File: src/rtl/rom_fetch_arbiter.sv
// Two-port arbiter/sequencer for a byte-wide ROM read port; assembles 1-4 bytes big-endian.
// Optional round-robin arbitration when ROM_ARB_ROUND_ROBIN_EN is defined (default: port 0 fixed priority).
module rom_fetch_arbiter #(
  parameter int ADDRESS_WIDTH = 8
) (
  input  logic                     clk,
  input  logic                     reset,
  input  logic [1:0]               req,
  input  logic [ADDRESS_WIDTH-1:0] addr0,
  input  logic [1:0]               len0,
  input  logic [ADDRESS_WIDTH-1:0] addr1,
  input  logic [1:0]               len1,
  output logic [1:0]               grant,
  output logic [1:0]               done,
  output logic [31:0]              rdata,
  output logic                     busy,
  output logic                     mem_start,
  output logic [ADDRESS_WIDTH-1:0] mem_address,
  input  logic                     mem_ready,
  input  logic [7:0]               mem_data
);

  typedef enum logic [1:0] {IDLE, ISSUE, WAIT, DONE} state_t;

  typedef struct packed {
    logic [ADDRESS_WIDTH-1:0] base;
    logic [1:0]               len;
  } txn_t;

  state_t                 state, state_n;
  txn_t                   txn, txn_n;
  logic [1:0]             count, count_n;
  logic [23:0]            acc, acc_n;      // bytes captured so far; the newest byte joins on the fly
  logic [31:0]            rdata_q, rdata_n;
  logic [1:0]             grant_q, grant_n;
  logic                   sel;             // 0 = port 0, 1 = port 1
  logic [ADDRESS_WIDTH-1:0] count_ext;

`ifdef ROM_ARB_ROUND_ROBIN_EN
  logic last_grant, last_grant_n;

  always_comb begin
    if (req == 2'b11) sel = ~last_grant;
    else              sel = ~req[0];
  end
`else
  always_comb sel = ~req[0];
`endif

  always_ff @(posedge clk) begin
    if (reset) begin
      state   <= IDLE;
      txn     <= '0;
      count   <= '0;
      acc     <= '0;
      rdata_q <= '0;
      grant_q <= '0;
`ifdef ROM_ARB_ROUND_ROBIN_EN
      last_grant <= 1'b1;
`endif
    end else begin
      state   <= state_n;
      txn     <= txn_n;
      count   <= count_n;
      acc     <= acc_n;
      rdata_q <= rdata_n;
      grant_q <= grant_n;
`ifdef ROM_ARB_ROUND_ROBIN_EN
      last_grant <= last_grant_n;
`endif
    end
  end

  always_comb begin
    state_n = state;
    txn_n   = txn;
    count_n = count;
    acc_n   = acc;
    rdata_n = rdata_q;
    grant_n = grant_q;
`ifdef ROM_ARB_ROUND_ROBIN_EN
    last_grant_n = last_grant;
`endif
    unique case (state)
      IDLE: begin
        if (|req) begin
          txn_n.base = sel ? addr1 : addr0;
          txn_n.len  = sel ? len1  : len0;
          count_n    = '0;
          acc_n      = '0;
          grant_n    = sel ? 2'b10 : 2'b01;
`ifdef ROM_ARB_ROUND_ROBIN_EN
          last_grant_n = sel;
`endif
          state_n    = ISSUE;
        end
      end
      ISSUE: begin
        if (mem_ready) state_n = WAIT;
      end
      WAIT: begin
        // mem_ready is low the cycle after the strobe, so the first high is fresh data
        if (mem_ready) begin
          acc_n   = {acc[15:0], mem_data};
          count_n = count + 2'd1;
          if (count == txn.len) begin
            rdata_n = {acc, mem_data};
            state_n = DONE;
          end else begin
            state_n = ISSUE;
          end
        end
      end
      DONE: begin
        grant_n = '0;
        state_n = IDLE;
      end
      default: state_n = IDLE;
    endcase
  end

  always_comb begin
    count_ext = '0;
    count_ext[1:0] = count;
  end

  assign mem_start   = (state == ISSUE) && mem_ready;
  assign mem_address = (state == ISSUE) ? txn.base + count_ext : '0;
  assign done        = (state == DONE) ? grant_q : 2'b00;
  assign busy        = (state != IDLE);
  assign grant       = grant_q;
  assign rdata       = rdata_q;

endmodule

File: config.mk
export PLATFORM = sky130hd
export DESIGN_NAME = rom_fetch_arbiter
export DESIGN_NICKNAME = d
export VERILOG_FILES = /design/src/rtl/rom_fetch_arbiter.sv
export SDC_FILE = /design/constraint.sdc
export NUM_CORES = 1
export LEC_CHECK = 0
export CELL_PAD_IN_SITES_DETAIL_PLACEMENT = 1
export CELL_PAD_IN_SITES_GLOBAL_PLACEMENT = 2
export CORE_MARGIN = 2
export CORE_UTILIZATION = 27
export CTS_BUF_LIST = sky130_fd_sc_hd__clkbuf_8
export DETAILED_ROUTE_END_ITERATION = 6
export PLACE_DENSITY_LB_ADDON = 0.2
export SLEW_MARGIN = 20
export SYNTH_ARGS = -nofsm -noshare
export SYNTH_HDL_FRONTEND = slang
export SYNTH_SLANG_ARGS = --single-unit
File: constraint.sdc
create_clock -name clk -period 1.39 [get_ports clk]
set_input_delay 0.2085 -clock clk [delete_from_list [all_inputs] [get_ports clk]]
set_output_delay 0.2085 -clock clk [all_outputs]
set_load 0.02 [all_outputs]
---- Word-level counts from Yosys, hierarchy flattened ----
Index checks and enable logic that the tools add are counted.
storage, ports and cells
  flip-flop bits (word level) ............. 72
  word-level logic and storage cells ...... 45
operators by class
  add/subtract/negate cells ............... 2
  equal/unequal tests ..................... 7
  muxes and demuxes ....................... 18
  reductions and logical operators ........ 11
operators with widths
  kind                                                              number
  24-bit 2-to-1 mux                                                 2
  24-bit one-hot mux with 2 select lines                            1
  2-bit 2-to-1 mux                                                  10
  8-bit 2-to-1 mux                                                  2
  3-bit AND reduction                                               3
  8-bit by 2-bit adder with 8-bit output                            1
  2-bit one-hot mux with 2 select lines                             2
  2-bit one-hot mux with 4 select lines                             1
  2-bit inequality test (second input constant)                     3
  2-bit nonzero test                                                3
  2-bit == test (second input constant)                             2
  2-bit AND reduction                                               2
  2-bit by 1-bit adder with 2-bit output (second input constant)    1
  2-bit by 1-bit == test with 1-bit output (second input constant)  1
  2-bit == test                                                     1
  2-bit zero test                                                   1
  2-bit OR reduction                                                1
  1-bit logical AND                                                 1

---- Longest topological paths before layout ----
Gate-level depths: netlist (run 1).
  word-level depth ........................ 4
  depth in mapped cells ................... 5

---- Worst setup path after synthesis (run 1) ----
OpenSTA, ideal clock, no wires.
  path type ............................... register to output
  from .................................... reg count[1]
  to ...................................... out mem_address[7]
  arrival time ............................ 1.559 ns
  required time ........................... 1.182 ns
  setup slack ............................. -0.377 ns
  cell stages (with the launch flop) ...... 5
  buffers on the path ..................... 0
  path through ............................ dfxtp_1 ha_1 a21oi_1 or4_1 a21oi_1
between the ends
  longest elaborated chain between the ends .. 2
ends and longest elaborated chain
  element                                 RTL line  text
  from (decl)                             32        logic [1:0] count, count_n;
  from (signal assigned)                  64        count <= count_n;
  8-bit by 2-bit adder with 8-bit output  128       assign mem_address = (state == ISSUE) ? txn.base + count_ext : '0;
  8-bit 2-to-1 mux                        128
  to (decl)                               18        output logic [ADDRESS_WIDTH-1:0] mem_address,
No other way between the ends.

---- Final worst setup path (run 1) ----
Ends and elaborated chain as after synthesis.

==> results of run 1 <==
-- placed cells by master, fill, tap and decap left out, types with 10 or more instances in the layout --
cell type	instances
a21oi_1	11
a31o_1	32
buf_12	15
buf_4	70
buf_6	29
clkbuf_8	10
clkdlybuf4s50_1	32
dfxtp_1	66
dlygate4sd2_1	33
mux2i_1	11
nand2b_1	33
nor4_1	11
nor4_2	13
o22ai_2	21
-- worst paths after layout --
path	start	endpoint	slack, ps	cells after the start
max reg2reg	count[1]	rdata[20]	-300	6
min	rdata[18]	rdata[18]	490	1
max	count[1]	mem_address[7]	-650	5
min reg2reg	rdata[18]	rdata[18]	490	1
-- per-stage QoR --
stage | setup TNS [ps] | power [W] | hold WS [ps]
3_5_place_dp | -28360 | 0.00322 | 467
6_report | -13440 | 0.00558 | 488
5_1_grt | -15810 | 0.00580 | 505
3_3_place_gp | -26330 | 0.00319 | 460
4_1_cts | -12910 | 0.00531 | 481
2_1_floorplan | -4510 | 0.00267 | 363
-- cell usage after synthesis (2+ instances only) --
library cell / n
dfxtp_1: 72
nand2b_1: 34
a31o_1: 32
nor4_1: 32
clkbuf_1: 25
o22ai_1: 24
a21oi_1: 17
a211oi_1: 12
mux2i_1: 11
nor2_1: 6
inv_1: 5
buf_2: 4
and2_1: 3
and3_1: 3
buf_6: 3
nand2_1: 3
o21a_1: 3
o21ai_0: 3
o31ai_1: 3
or3_1: 3
or4_1: 3
xor2_1: 3
ha_1: 2
nand3_1: 2
-- worst max-delay path: cells and delay by family, from the launching register on --
kind	cells	cell delay, ps
AOI/OAI and AO/OA	2	210
DFF	1	370
adders and majority gates	1	280
and+or+nand+nor	1	500
buffers and inverters	1	130
-- state kept, by name, indices dropped and copies added (netlist names) --
register and cells:
rdata 32, acc 24, txn 10, state 2, grant 2, count 2
-- final cells by class --
type                       instances  share of cell area (%)
clock buffer                      10                    2.30
clock inverter                     6                    1.40
inverter                           6                   0.418
multi-input combinational        213                    35.2
sequential                        72                    24.3
tap                              143                    2.99
timing repair buffer             190                    33.3
-- metal layers --
| metal | share of wire [%] | wire length, um |
|---|---|---|
| met5 | 0 | 0 |
| met4 | 2.2 | 265 |
| met3 | 3.1 | 383 |
| met2 | 52 | 6330 |
| met1 | 43 | 5230 |
-- report_power, final --
group	switching, W	internal (W)	total [W]
clock	0.000864	0.00105	0.00192
combinational	0.000708	0.000787	0.00150
sequential	0.0000572	0.00212	0.00217
total	0.00163	0.00395	0.00558
-- cell families (layout without fill, tap and decap cells) --
| group | count (synthesis) | after routing | share of synthesized area [%] |
|---|---|---|---|
| and+or+nand+nor | 98 | 98 | 19.5 |
| AOI/OAI and AO/OA | 97 | 97 | 22.2 |
| DFF | 72 | 72 | 46.6 |
| buffers and inverters | 39 | 212 | 5.62 |
| muxes | 11 | 11 | 3.56 |
| xor gates and xnor gates | 4 | 4 | 1.13 |
| adders and majority gates | 3 | 3 | 1.46 |
-- what timing repair did --
action                     in CTS  in global routing
setup endpoints to repair     115                 77
gates resized for setup       158                 94
hold endpoints to repair        0                  0
setup buffers                   8                 14
pin swaps                      10                 65
gates cloned                    6                  2
hold buffers                    0                  0
==> impl_metrics.env, run 1 <==
export IMPL_hold_viol=0
export IMPL_end_kind="primary output"
export IMPL_status="finished with violations"
export IMPL_yosys_area_top_type_share_pct=46.6
export IMPL_pre_cts_slack_ps=-771
export IMPL_nets=528
export IMPL_synth_seq_area_share_pct=46.6
export IMPL_period_share_pct=147
export IMPL_die_area_sq_mm=0.0123
export IMPL_use_met3_pct=3.72
export IMPL_grt_busiest_layer="met2"
export IMPL_worst_path_most_repeated_cell="a21oi_4"
export IMPL_die_w_um=111
export IMPL_area_delta_synth_final_pct=93.4
export IMPL_slew_headroom_pct=73.9
export IMPL_placed_area_sq_mm=0.00476
export IMPL_cp_arrival_ps=1830
export IMPL_path_cells="ha_4 > a21oi_4 > or4_4 > a21oi_4 > buf_6"
export IMPL_drt_iter0_markers=77
export IMPL_worstMarginPinSlew_ps=388
export IMPL_routed_wl_mm=12.2
export IMPL_core_area_sq_mm=0.0113
export IMPL_synthFlopType="dfxtp_1"
export IMPL_yosys_warnings=0
export IMPL_use_met1_pct=22.2
export IMPL_drc_errors=0
export IMPL_ys_seq_elements=72
export IMPL_hp_class="reg -> reg"
export IMPL_wl_per_cell_um=19.1
export IMPL_clkSlewWorstSetupHoldPaths_ps=80
export IMPL_cts_tree="done"
export IMPL_root_buffer="clkbuf_8"
export IMPL_initial_utilization_pct=27.3
export IMPL_routabilityCongestion=0.759
export IMPL_design_area_sq_mm=0.00599
export IMPL_cts_made_buffers=9
export IMPL_peakVddDrop_v=0.000480
export IMPL_crit_type="reg -> out"
export IMPL_worst_slack_ps=-652
export IMPL_synth_nets=360
export IMPL_yosys_area_top_type="dfxtp_1"
export IMPL_grt_remaining_overflow=0
export IMPL_placement_io_buffers=78
export IMPL_antennaDiodeCount=0
export IMPL_powerDensity_mw_per_mm2=933
export IMPL_synthTopCellsByArea="dfxtp_1, a31o_1, nand2b_1, nor4_1, o22ai_1"
export IMPL_die_h_um=111
export IMPL_skew_ps=9.81
export IMPL_grt_pass1_wl_mm=18.1
export IMPL_multi_input_area_sq_mm=0.00211
export IMPL_crit_fanout=5
export IMPL_rsz0062_at_grt="true"
export IMPL_hpwl_mm=7.18
export IMPL_avgSynthCellArea_sq_um=9.55
export IMPL_fin_cells=640
export IMPL_fillCellCount=1212
export IMPL_routed_via_density=5.15
export IMPL_dr_pass1_iters=4
export IMPL_max_stage_delay_ps=500
export IMPL_period_needed_ps=2040
export IMPL_place_inst=599
export IMPL_leakagePower_nw=2.33
export IMPL_grt_max_degree=33
export IMPL_antenna_found_initial=0
export IMPL_clk_latency_ps=360
export IMPL_pin_count=79
export IMPL_cts_sinks=72
export IMPL_cp_slowest_cell="or4_4"
export IMPL_synth_edf_count=0
export IMPL_maxCapViolations=0
export IMPL_fmax_mhz=490
export IMPL_gr_usage_met2_pct=32.8
export IMPL_finalSetupViolCount=61
export IMPL_drive_gt1_share_pct=46.9
export IMPL_grt_pass1_vias=3425
export IMPL_fin_util_pct=52.9
export IMPL_violations="setup timing"
export IMPL_rows=39
export IMPL_required_ps=1180
export IMPL_synth_cell_type_count=40
export IMPL_cts_htree_levels=3
export IMPL_ant_nets=0
export IMPL_syn_inst=324
export IMPL_synthArstFlopShare_pct=0
export IMPL_routed_via_count=3298
export IMPL_netlist_area_sq_mm=0.00309
export IMPL_register_area_sq_mm=0.00146
export IMPL_finalMaxSlewViolations=0
export IMPL_grt_usage_pct=18.3
export IMPL_critPathLaunchType="flip-flop"
export IMPL_ctsLongestPathBuffers=2
Power figures use the tool's default switching activity.
==> inputs of run 2 (changes only) <==
--- a/config.mk
+++ b/config.mk
@@ -12,6 +12,7 @@
 export CTS_BUF_LIST = sky130_fd_sc_hd__clkbuf_8
 export DETAILED_ROUTE_END_ITERATION = 6
 export PLACE_DENSITY_LB_ADDON = 0.2
+export SETUP_SLACK_MARGIN = 0.4
 export SLEW_MARGIN = 20
 export SYNTH_ARGS = -nofsm -noshare
 export SYNTH_HDL_FRONTEND = slang
==> run 2 against run 1 <==
The flow still finishes with violations (setup timing). Global-route usage increased by 1.2 points. Count of clock-buffer cells in the layout unchanged. Routed wire length increased by 2.7%. Sequential power about the same. Via count increased by 1.7%. Die area unchanged. Non-clock buffer count increased by 17. Cell area increased by 3.7%. Critical path depth increased by 1. Flip-flop and latch count unchanged. Maximum frequency increased by 1.6%. Largest power group is now the clock network.
==> impl_metrics.env, run 2 (same netlist as run 1, synthesis figures left out) <==
export IMPL_finalSetupViolCount=72
export IMPL_routed_via_density=5.11
export IMPL_layout_common_cells="buf_4, buf_6, dfxtp_2, nand2b_1"
export IMPL_use_met3_pct=3.34
export IMPL_hp_start="rdata[16]"
export IMPL_totalNegativeSetupSlack_ps=-15350
export IMPL_period_share_pct=145
export IMPL_nets=545
export IMPL_period_needed_ps=2010
export IMPL_hold_end="rdata[16]"
export IMPL_slew_headroom_pct=71.9
export IMPL_clkSlewWorstSetupHoldPaths_ps=80
export IMPL_r2r_end="rdata[30]"
export IMPL_violations="setup timing"
export IMPL_routed_wl_mm=12.5
export IMPL_crit_buf_inv=1
export IMPL_critPathLaunchType="flip-flop"
export IMPL_rr_startpoint="state[0]"
export IMPL_cts_sinks=72
export IMPL_layout_commonest_cell="buf_4"
export IMPL_maxCapViolations=0
export IMPL_antennaDiodeCount=0
export IMPL_rsz0062_at_grt="true"
export IMPL_cts_hold_buf=0
export IMPL_worst_slack_ps=-620
export IMPL_cp_arrival_ps=1800
export IMPL_crit_type="reg -> out"
export IMPL_cts_made_buffers=9
export IMPL_dr_pass1_iters=4
export IMPL_worstMarginPinSlew_ps=418
export IMPL_placement_io_buffers=78
export IMPL_antenna_found_initial=0
export IMPL_skew_ps=5.10
export IMPL_total_power_w=0.00606
export IMPL_fmax_mhz=497
export IMPL_largest_reg_flops=32
export IMPL_cp_slowest_cell="dfxtp_4"
export IMPL_max_stage_delay_ps=370
export IMPL_rows=39
export IMPL_hp_class="reg -> reg"
export IMPL_status="finished with violations"
export IMPL_die_w_um=111
export IMPL_use_met1_pct=23.7
export IMPL_core_area_sq_mm=0.0113
export IMPL_grt_max_degree=21
export IMPL_path_cells="ha_4 > fa_2 > nand2_2 > or3_4 > a21oi_4 > buf_6"
export IMPL_leakagePower_nw=2.37
export IMPL_gr_usage_met2_pct=35.6
export IMPL_drc_errors=0
export IMPL_cp_top_family="adder cells"
export IMPL_clk_latency_ps=340
export IMPL_routabilityCongestion=0.781
export IMPL_grt_busiest_layer="met2"
export IMPL_routed_via_count=3353
export IMPL_crit_fanout=3
export IMPL_fin_util_pct=54.8
export IMPL_startpoint="count[0]"
export IMPL_die_h_um=111
export IMPL_r2r_setup_slack_ps=-310
export IMPL_holdPathStages=1
export IMPL_grt_pass1_wl_mm=19.2
export IMPL_required_ps=1180
export IMPL_root_buffer="clkbuf_8"
export IMPL_r2r_cells=5
export IMPL_wl_per_cell_um=19.1
export IMPL_die_area_sq_mm=0.0123
export IMPL_peakVddDrop_v=0.000540
export IMPL_initial_utilization_pct=27.3
export IMPL_cts_htree_levels=3
export IMPL_area_delta_synth_final_pct=101
export IMPL_cts_tree="done"
export IMPL_powerDensity_mw_per_mm2=976
export IMPL_finalMaxSlewViolations=0
export IMPL_ctsLongestPathBuffers=2
export IMPL_drt_iter0_markers=126
export IMPL_grt_usage_pct=19.5
export IMPL_end_kind="primary output"
export IMPL_hold_viol=0
export IMPL_grt_pass1_vias=3633
export IMPL_pin_count=79
export IMPL_whs_ps=495
export IMPL_drive_gt1_share_pct=62.8
export IMPL_hpwl_mm=7.06
export IMPL_ant_nets=0
export IMPL_grt_remaining_overflow=0
-- run 2: per-layer routing --
metal | part of all wire, % | wire length (um)
met1 | 43 | 5370
met3 | 2.7 | 341
met5 | 0 | 0
met2 | 54 | 6750
met4 | 0.64 | 80
-- run 2: repair_timing --
action                     4_1_cts  5_1_grt
buffers inserted                30        6
pin swaps                       19       48
setup endpoints to repair      118      118
gates resized for setup        387       27
cloned                           8        1
-- run 2: cell type report --
type / count / area, sq um
clock buffers: 10 / 138
clock inverters: 5 / 129
fillers: 1207 / 5110
inverters: 6 / 25.0
multi-input cells: 213 / 2080
flip-flops and latches: 72 / 1500
well taps: 143 / 179
repair buffers: 207 / 2150
-- run 2: how the worst max path moves through the flow --
stage / slack [ps] / to / cells past startpoint
finish: -620 / mem_address[6] / 6
global route: -680 / mem_address[7] / 5
CTS: -630 / mem_address[7] / 5
detailed placement: -750 / mem_address[6] / 6
global placement: -730 / mem_address[6] / 6
floorplan: -170 / mem_address[7] / 4
-- run 2: power breakdown --
| part | internal, W | switching (W) |
|---|---|---|
| Sequential | 0.00212 | 0.0000597 |
| Clock | 0.00142 | 0.000830 |
| Combinational | 0.000888 | 0.000746 |
-- run 2: metrics by stage --
stage / area (sq um) / instances / setup WS [ps]
after floorplan: 3410 / 324 / -167
after global routing: 6210 / 656 / -679
after global placement: 4840 / 596 / -727
after detailed placement: 4840 / 596 / -745
after CTS: 6000 / 649 / -630
final: 6210 / 656 / -620
-- run 2: worst reg2reg max path: stages (launching register included) --
cell,delay [ps]
dfxtp_4,370
buf_6,110
nand3b_1,220
or3_4,530
clkbuf_16,200
a31o_1,170
